[config.mk]
export PLATFORM = sky130hd
export DESIGN_NAME = bf16_skew_feeder
export DESIGN_NICKNAME = d
export VERILOG_FILES = /design/src/rtl/bf16_skew_feeder.sv
export SDC_FILE = /design/constraint.sdc
export NUM_CORES = 1
export LEC_CHECK = 0
export CORE_MARGIN = 3
export CORE_UTILIZATION = 33
export CTS_CLUSTER_DIAMETER = 150
export DETAILED_ROUTE_END_ITERATION = 16
export HOLD_SLACK_MARGIN = 0.06
export PLACE_DENSITY = 0.6
export SYNTH_ARGS = -nofsm -noshare
export SYNTH_HDL_FRONTEND = slang
export SYNTH_SLANG_ARGS = --single-unit
[constraint.sdc]
create_clock -name clk -period 3.4 [get_ports clk]
set_input_delay 0.51 -clock clk [delete_from_list [all_inputs] [get_ports clk]]
set_output_delay 0.51 -clock clk [all_outputs]
set_load 0.01 [all_outputs]
[src/rtl/bf16_skew_feeder.sv]
// Stages one K-deep tile of BF16 row operands, then replays it into the array's
// west edge with a one-cycle-per-row diagonal skew.
module bf16_skew_feeder #(
    parameter int DATA_WIDTH = 16,
    parameter int ROWS       = 4,
    parameter int DEPTH      = 4
) (
    input  logic                       clk,
    input  logic                       rst,
    input  logic                       in_valid,
    output logic                       in_ready,
    input  logic [ROWS*DATA_WIDTH-1:0] in_data,
    input  logic                       out_en,
    output logic [ROWS*DATA_WIDTH-1:0] a_out,
    output logic [ROWS-1:0]            a_valid,
    output logic                       busy,
    output logic                       tile_done
);

    // state   | meaning
    // S_LOAD  | accepting beats into the tile buffer
    // S_FEED  | replaying skewed operands, one step per enabled cycle
    // S_DONE  | one-cycle wrap-up: clear outputs, pulse tile_done
    typedef enum logic [1:0] {S_LOAD, S_FEED, S_DONE} state_t;

    localparam int KW     = $clog2(DEPTH);
    localparam int TW     = $clog2(DEPTH + ROWS);
    localparam int LAST_T = DEPTH + ROWS - 2;

    state_t                     state_q, state_d;
    logic [KW-1:0]              wr_k_q, wr_k_d;
    logic [TW-1:0]              t_q, t_d;
    logic [ROWS*DATA_WIDTH-1:0] a_out_q, a_out_d;
    logic [ROWS-1:0]            a_valid_q, a_valid_d;
    logic                       in_ready_q, busy_q, tile_done_q;
    logic                       wr_en;
    logic [ROWS*DATA_WIDTH-1:0] tile_q [DEPTH];

    always_comb begin
        state_d   = state_q;
        wr_k_d    = wr_k_q;
        t_d       = t_q;
        a_out_d   = a_out_q;
        a_valid_d = a_valid_q;
        wr_en     = 1'b0;
        case (state_q)
            S_LOAD: begin
                if (in_valid && in_ready_q) begin
                    wr_en = 1'b1;
                    if (wr_k_q == KW'(DEPTH - 1)) begin
                        state_d = S_FEED;
                        wr_k_d  = '0;
                        t_d     = '0;
                    end else begin
                        wr_k_d = wr_k_q + KW'(1);
                    end
                end
            end
            S_FEED: begin
                if (out_en) begin
                    // Row r reads buffer entry t-r; outside that window it idles at zero.
                    for (int r = 0; r < ROWS; r++) begin
                        a_out_d[r*DATA_WIDTH +: DATA_WIDTH] = '0;
                        a_valid_d[r]                        = 1'b0;
                        for (int k = 0; k < DEPTH; k++) begin
                            if (int'(t_q) == k + r) begin
                                a_out_d[r*DATA_WIDTH +: DATA_WIDTH] = tile_q[k][r*DATA_WIDTH +: DATA_WIDTH];
                                a_valid_d[r]                        = 1'b1;
                            end
                        end
                    end
                    t_d = t_q + TW'(1);
                    if (t_q == TW'(LAST_T)) begin
                        state_d = S_DONE;
                    end
                end
            end
            S_DONE: begin
                a_out_d   = '0;
                a_valid_d = '0;
                t_d       = '0;
                state_d   = S_LOAD;
            end
            default: begin
                state_d = S_LOAD;
            end
        endcase
    end

    always_ff @(posedge clk or posedge rst) begin
        if (rst) begin
            state_q     <= S_LOAD;
            wr_k_q      <= '0;
            t_q         <= '0;
            a_out_q     <= '0;
            a_valid_q   <= '0;
            in_ready_q  <= 1'b0;
            busy_q      <= 1'b0;
            tile_done_q <= 1'b0;
        end else begin
            state_q     <= state_d;
            wr_k_q      <= wr_k_d;
            t_q         <= t_d;
            a_out_q     <= a_out_d;
            a_valid_q   <= a_valid_d;
            in_ready_q  <= (state_d == S_LOAD);
            busy_q      <= (state_d != S_LOAD);
            tile_done_q <= (state_d == S_DONE);
        end
    end

    // Buffer is fully rewritten by every LOAD before it is read, so it needs no reset.
    always_ff @(posedge clk) begin
        if (wr_en) begin
            tile_q[wr_k_q] <= in_data;
        end
    end

    assign in_ready  = in_ready_q;
    assign a_out     = a_out_q;
    assign a_valid   = a_valid_q;
    assign busy      = busy_q;
    assign tile_done = tile_done_q;

endmodule
Word level (Yosys, flattened, before mapping)
Memory sizes are Yosys's and may differ from the RTL's.
Cells that the tools add are included.

cells by class
  add/sub/neg operators = 2
  equal/unequal tests = 14
  muxes and demuxes = 50
  reductions and logical operators = 10

operator list
  cell                                                                   count
  16-bit 2-to-1 mux                                                      16
  64-bit case mux with 2 select lines                                    1
  64-bit 2-to-1 mux                                                      1
  1-bit 2-to-1 mux                                                       20
  3-bit equality test, second input constant                             5
  2-bit 2-to-1 mux                                                       5
  3-bit 2-to-1 mux                                                       3
  3-bit case mux with 3 select lines                                     1
  4-bit case mux with 2 select lines                                     1
  2-bit equality test, second input constant                             3
  3-bit by 2-bit equality test with 1-bit output, second input constant  2
  2-bit != test, second input constant                                   3
  2-bit logical NOT                                                      2
  4-bit 2-to-1 mux                                                       1
  2-bit case mux with 2 select lines                                     1
  2-bit AND reduction                                                    2
  4-bit AND reduction                                                    1
  2-bit nonzero test                                                     2
  3-bit by 1-bit adder with 3-bit output, second input constant          1
  3-bit logical NOT                                                      1
  3-bit nonzero test                                                     1
  2-bit by 1-bit adder with 2-bit output, second input constant          1
  2-bit by 1-bit equality test with 1-bit output, second input constant  1
  1-bit logical AND                                                      1

storage, ports and cells
  bits in registers = 78
  memory bits (writable) = 256
  input bits = 68
  output and inout port bits = 71
  word-level logic and storage cells = 85
  memories kept = 1

memories
  name    depth  bits a word  rd ports  clocked after memory_dff  wr ports  RTL line  source
  tile_q  4      64           4         0                         1         37        logic [ROWS*DATA_WIDTH-1:0] tile_q [DEPTH];

Depth between registers and ports, before layout
Gate-level depths: netlist of the first run.

  depth in word-level cells = 7
  mapped depth = 10
  gate-level depth less buffers = 6

Worst setup path after synthesis of the first run
No wires, ideal clock.

  kind = register to register
  start point = register state_q[1]
  end point = memory tile_q[0][0] (netlist bit) (enable)
  library setup time = 0.429 ns
  data arrival time = 2.569 ns
  data required time = 2.971 ns
  path slack = 0.403 ns
  cell stages (with the launch flop) = 6
  path buffers = 1
  clock period less this slack = 2.997 ns
  path through = dfrtp_1 inv_1 ha_1 and3_1 clkbuf_1 and2_1

on the way
  longest elaborated chain between the ends = 4

ends and longest elaborated chain
  what                                    RTL line  source
  from (decl)                             30        state_t state_q, state_d;
  from (signal assigned)                  101       state_q <= state_d;
  2-bit logical NOT                       46        case (state_q)
  1-bit 2-to-1 mux                        46
  1-bit 2-to-1 mux                        114       if (wr_en) begin
  1-bit 2-to-1 mux (not written as such)  115       tile_q[wr_k_q] <= in_data;
  to (decl)                               37

No other way between the ends.

Worst setup path in the final report of the first run
  start point = register t_q[0]
  end point = register a_out_q[13] (netlist: a_out[13])

on the way
  longest elaborated chain between the ends = 7
  elaborated cells on any way between the ends = 10
  classes of those cells = eq/ne (3); mux (6); reduce/logical (1)

ends and longest elaborated chain
  what                                     RTL line  source
  from (decl)                              32        logic [TW-1:0] t_q, t_d;
  from (signal assigned)                   103       t_q <= t_d;
  3-bit logical NOT                        66        if (int'(t_q) == k + r) begin
  16-bit 2-to-1 mux (3 in series)          66
  16-bit 2-to-1 mux (*)                    66
  64-bit 2-to-1 mux (*)                    60        if (out_en) begin
  64-bit case mux with 2 select lines (*)  46
  to (signal assigned)                     104       a_out_q <= a_out_d;
  to (decl)                                33        logic [ROWS*DATA_WIDTH-1:0] a_out_q, a_out_d;

Mark *: on every way between the ends. The rest lies on a longest branch, timed or not. The select of a mux whose other input is x is not followed.
A chain may end at the register's enable or synchronous reset.

==> flow_summary.toml, run 1 <==
[detailed_routing]
viasPerCell = 5.062
route.detailed.drc = 0
wl_per_cell_um = 20.76
dr_total_vias = 7214
drtAntennaViolNets = 0
first_iter_violations = 490
drt-total-wl_um = 29590
drt_pass1_iterations = 5

[timing]
maxSlewViolCount = 0
fin_crit_sh_pct = 83.95
tightest_slew_ns = 1.133
skew_ns = 0.01966
fmax_mhz = 350.4
max_slew_margin_pct = 24.44
setup_violations = 0
timing.final.hold_violations = 0
finalSetupTns_ns = 0
rsz0062_at_grt = "false"
layout_min_cycle_time_ns = 2.854

[cells_and_area]
drive_gt1_share_pct = 8.996
postLayoutCellArea_um2 = 15380
syn_to_final_growth_pct = 24.58
fillers = 3296
final_common_cell = "edfxtp_1"
fin_nets = 1011
final_cell_mix = "256 x edfxtp_1, 138 x clkdlybuf4s50_1, 110 x nand2_1"

[global_routing]
grt_pass1_wl_um = 44410
grt_pass1_vias = 7295
grt_overflow_total = 0
grt_max_degree = 79
grt_antenna_before_repair = 1
grt_usage_pct = 14.64

[floorplanning]
coreArea_um2 = 36790
io_pins = 139
die_y_um = 199.5
die_area_um2 = 39780
rows = 70
die_w_um = 199.5
initial_core_util_pct = 33.57

[critical_path]
reg2regPathDepth = 7
path_buf_inv = 2
crit_family = "adder cells"
worstSetupPathType = "flop to flop"
slowest_stage = "ha_2"
required_ns = 3.81
critPathLaunchType = "flop"
worstReg2RegEnd = "a_out[13]"
critPathMaxStageDelay_ns = 0.74
r2r_setup_slack_ns = 0.55
reg2reg_from = "t_q[0]"
arrival_ns = 3.26
cp-end-kind = "flop"
path_cells = "ha_1, ha_2, inv_1, buf_4, nand2_1, a221oi_1, o21ai_0"
cp_max_fo = 37

[power_and_ir_drop]
pwr-share-comb_pct = 26.3
ir_worst_vdd_mv = 0.3329
p_int_w = 0.008821
switchingPower_w = 0.003813
p_leak_nw = 5.284
p_clk_share_pct = 28.9
sw_frac_of_total_pct = 30.18
pwr-share-seq_pct = 44.8
fin_total_pwr_w = 0.01263
pwr_density_cell_nw_per_um2 = 821.2

[place]
dpl_cell_area_um2 = 14270
hpwlAfterDp_um = 17820
gp_congestion = 0.7165
port_buffers = 138

[clock_tree]
clk_latency_ns = 0.51
cts_max_level = 2
cts_buffers = 34
root_buffer = "clkbuf_16"
cts_tree = "yes"
cts_resized = 0
clockBufferDepth = 3
post-cts-setup-buffers = 0
hold_buffers = 0
cts.sinks = 334
path_clk_slew_ns = 0.06

[hold_path]
min_to = "a_valid[0]"
hold_path_depth = 2
hold_path_class = "flop to flop"
worstHoldStart = "a_valid[0]"

[synthesis]
synth-main-ff-cell = "edfxtp_1"
yosysSeqAreaShare_pct = 78.05
ys_seq_elements = 334
synth_top_area_share_pct = 62.25
synthArstFlopShare_pct = 23.35
synth-edff-count = 256
synth.avg_cell_area_um2 = 15.59
yosys-top-cells-area = "edfxtp_1 62%, dfrtp_1 16%, a221oi_1 3.4%"
yosysWarnings = 0
ys_types = 34
postSynthCellCount = 792
syn_area_um2 = 12350
syn_nets = 872
yosysTopAreaCell = "edfxtp_1"

[outcome]
status = "finished, final reports clean"

[run]
max-cap-violations = 0
## power groups by stage
stage	Combinational (W)	Sequential (W)	Clock, W
after floorplan	0.00182	0.00578	0
after global placement	0.00334	0.00574	0
after detailed placement	0.00338	0.00575	0
after CTS	0.00339	0.00567	0.00374
after global routing	0.00367	0.00573	0.00389
final	0.00332	0.00566	0.00366
## registers in the layout, summed over array words and instances (netlist names)
name and count:
tile_q 256, a_out 64, a_valid 4, t_q 3, state_q 2, wr_k_q 2, busy 1, in_ready 1
tile_done 1
## per-stage QoR
step | util (%) | hold slack, ns | worst slack, ns | cells
2_1_floorplan | - | 0.5003 | 0.4026 | 792
3_5_place_dp | 38.79 | 0.4681 | 0.5451 | 1363
5_1_grt | 41.82 | 0.5053 | 0.2562 | 1425
4_1_cts | 41.82 | 0.4765 | 0.5123 | 1424
3_3_place_gp | 38.79 | 0.4590 | 0.6405 | 1363
6_report | 41.82 | 0.4798 | 0.5457 | 1425
## final cells by class
class / count / area, µm² / area share [%]
diodes: 1 / 2.502 / 0.01627
clock buffers: 46 / 977.2 / 6.352
clock inverters: 15 / 135.1 / 0.8783
inverters: 11 / 43.79 / 0.2846
multi-input cells: 395 / 2454 / 15.95
flip-flops and latches: 334 / 9641 / 62.66
well taps: 468 / 585.6 / 3.806
repair buffers: 155 / 1546 / 10.05
## cell usage after synthesis (all sizes together) (4+ instances only)
| library cell | number |
|---|---|
| edfxtp | 256 |
| nand2 | 111 |
| o21ai | 103 |
| dfrtp | 78 |
| a221oi | 48 |
| o221ai | 32 |
| buf | 28 |
| clkbuf | 24 |
| nor2b | 17 |
| a221o | 16 |
| a22oi | 16 |
| ha | 12 |
| inv | 11 |
| nor2 | 10 |
| a21oi | 6 |
| and2 | 4 |
## worst reg2reg max path, cell delays in order (launching register included)
cell	delay (ns)
dfrtp_1	0.38
ha_1	0.19
ha_2	0.74
inv_1	0.30
buf_4	0.30
nand2_1	0.54
a221oi_1	0.10
o21ai_0	0.21
## logic make-up after synthesis
logic type,share of synthesized area (%)
compound gates,12.65
flops,78.05
simple gates,5.522
fa+ha+maj,1.216
buf+inv,2.310
mux,0.2432
## metal layers
layer | part of all wire (%) | wire (µm) | track usage [%] | vias to the layer above
li1 | - | - | - | 3355
met1 | 43 | 12860 | 19.64 | 3621
met2 | 49 | 14520 | 24.36 | 193
met3 | 4.8 | 1426 | 2.495 | 45
met4 | 2.6 | 779 | 4.911 | 0
met5 | 0 | 0 | 0 | -
## worst max-delay path by stage
stage                           from  slack (ns)  depth (start not counted)           end
final                         t_q[0]        0.55                          7     a_out[13]
after CTS                     t_q[0]        0.51                          7     a_out[13]
after global routing          t_q[0]        0.26                          7     a_out[13]
after floorplan           state_q[1]        0.40                          5  tile_q[0][0]
after global placement        t_q[0]        0.64                          7     a_out[12]
after detailed placement      t_q[0]        0.55                          7     a_out[14]
(Power assumes the default switching activity.)
==> run 2: changes to the inputs <==
--- a/config.mk
+++ b/config.mk
@@ -10,7 +10,7 @@
 export CTS_CLUSTER_DIAMETER = 150
 export DETAILED_ROUTE_END_ITERATION = 16
 export HOLD_SLACK_MARGIN = 0.06
-export PLACE_DENSITY = 0.6
+export PLACE_DENSITY = 0.61
 export SYNTH_ARGS = -nofsm -noshare
 export SYNTH_HDL_FRONTEND = slang
 export SYNTH_SLANG_ARGS = --single-unit
==> constraint.sdc (replaced) <==
create_clock -name clk -period 2.4 [get_ports clk]
set_input_delay 0.36 -clock clk [delete_from_list [all_inputs] [get_ports clk]]
set_output_delay 0.36 -clock clk [all_outputs]
set_load 0.01 [all_outputs]
==> run 2 against run 1 <==
  * Critical path depth decreased by 1
  * Hold slack got worse by 0.18 ns
  * Final cell count rose by 0.98%
  * Sequential power increased by 42%
  * First-iteration DRC count rose by 40%
  * Non-clock buffer count increased by 13
  * Sequential share of layout area fell by 0.87 points
  * Flip-flop and latch count stayed put
  * Critical path type unchanged
  * Largest cell class unchanged
  * Largest power group unchanged
  * Highest routed layer is now met5
==> flow_summary.toml, run 2 (synthesized netlist as in run 1, its figures left out) <==
[cells_and_area]
final_util_pct = 42.41
syn_to_final_growth_pct = 26.33
fillers = 3317
regMostFlops = "tile_q"
seq_area_um2 = 9641
largest_register_ffs = 256
final_common_cell = "edfxtp_1"
antenna_cells = 0
fin_nets = 1025
final_cell_mix = "256 x edfxtp_1, 138 x clkdlybuf4s50_1, 110 x nand2_1"
multi_input_area_um2 = 2454
drive_gt1_share_pct = 10.09

[critical_path]
required_ns = 2.81
crit_family = "simple AND/OR/NAND/NOR gates"
critPathMaxStageDelay_ns = 0.73
arrival_ns = 2.54
reg2reg_from = "t_q[0]"
critPathLaunchType = "flop"
cp_max_fo = 32
cp-end-kind = "flop"
slowest_stage = "nor2_4"
path_cells = "inv_1, ha_1, nand2b_1, nor2_4, a221oi_1, o21ai_0"
worstSetupStartpoint = "t_q[0]"
worstSetupPathType = "flop to flop"
path_buf_inv = 1

[floorplanning]
coreArea_um2 = 36790
die_y_um = 199.5
die_area_um2 = 39780
initial_core_util_pct = 33.57
io_pins = 139
rows = 70
die_w_um = 199.5

[detailed_routing]
dr_total_vias = 7324
first_iter_violations = 688
viasPerCell = 5.090
wl_per_cell_um = 20.80
drtAntennaViolNets = 0
route.detailed.drc = 0
drt-total-wl_um = 29940
drt_pass1_iterations = 4

[clock_tree]
path_clk_slew_ns = 0.06
cts_resized = 0
clk_latency_ns = 0.50
cts_tree = "yes"
root_buffer = "clkbuf_16"
cts.sinks = 334
cts_buffers = 35
cts_max_level = 2
hold_buffers = 0
post-cts-setup-buffers = 0
clockBufferDepth = 3

[power_and_ir_drop]
ir_worst_vdd_mv = 0.4765
p_leak_nw = 5.371
pwr_density_cell_nw_per_um2 = 1166

[global_routing]
grt_max_degree = 49
grt_pass1_wl_um = 45060
grt_pass1_vias = 7523
grt_usage_pct = 14.89
grt_overflow_total = 0
grt_antenna_before_repair = 2

[place]
hpwlAfterDp_um = 18590
gp_congestion = 0.7699
port_buffers = 138
dp_slack_ns = 0.2273

[outcome]
status = "finished, final reports clean"

[timing]
setup_violations = 0
finalSetupTns_ns = 0
skew_ns = 0.01686
tightest_slew_ns = 0.9519
layout_min_cycle_time_ns = 2.123
fmax_mhz = 471.0
max_slew_margin_pct = 36.39
maxSlewViolCount = 0
timing.final.hold_violations = 0
fin_crit_sh_pct = 88.47
rsz0062_at_grt = "false"
fin_ws_ns = 0.2767
hold_ws_ns = 0.3019

[run]
max-cap-violations = 0

[hold_path]
hold_path_class = "primary input to asynchronous set/reset pin"
==> run 2: where the power goes <==
part	total (W)	switching, W	internal (W)	leakage (nW)
Combinational	0.00490	0.00287	0.00203	1.44
Clock	0.00528	0.00211	0.00317	0.554
Sequential	0.00801	0.000479	0.00753	3.38
Total	0.0182	0.00546	0.0127	5.37
==> run 2: metal layers <==
metal,GRT usage (%),vias up,wire length (µm)
li1,-,3382,-
met1,19.54,3701,13070
met2,25.19,190,14710
met3,3.119,47,1459
met4,4.291,4,671
met5,0,-,27
==> run 2: worst paths after layout <==
check / slack, ns / to / depth (start not counted)
min in group clk: 0.48 / a_out[39] / 2
hold / removal: 0.30 / a_out[45] / 2
hold reg to reg: 0.48 / a_out[39] / 2
setup reg to reg: 0.28 / a_out[19] / 6
max in group asynchronous: 1.49 / a_out[31] / 3
setup / recovery: 0.28 / a_out[19] / 6
==> run 2: final cells by class <==
type                            instances  area share [%]
Clock buffer                           49           6.480
Clock inverter                         14          0.8662
Inverter                               11          0.2807
Multi-Input combinational cell        395           15.73
Sequential cell                       334           61.79
Tap cell                              468           3.753
Timing Repair Buffer                  168           11.10
==> run 2: worst register-to-register path, delay by kind of cell (launching register included) <==
family                     cells  cell delay [ns]
and+or+nand+nor                2             0.85
buffers and inverters          1             0.13
DFF                            1             0.40
AOI/OAI and AO/OA              2             0.44
adders and majority gates      1             0.21
==> run 2: stage by stage <==
step	cells	cell area, µm²	total power [W]
2_1_floorplan	792	12350	0.01074
3_3_place_gp	1376	14460	0.01301
3_5_place_dp	1376	14460	0.01312
4_1_cts	1439	15600	0.01845
5_1_grt	1439	15600	0.01916
6_report	1439	15600	0.01819
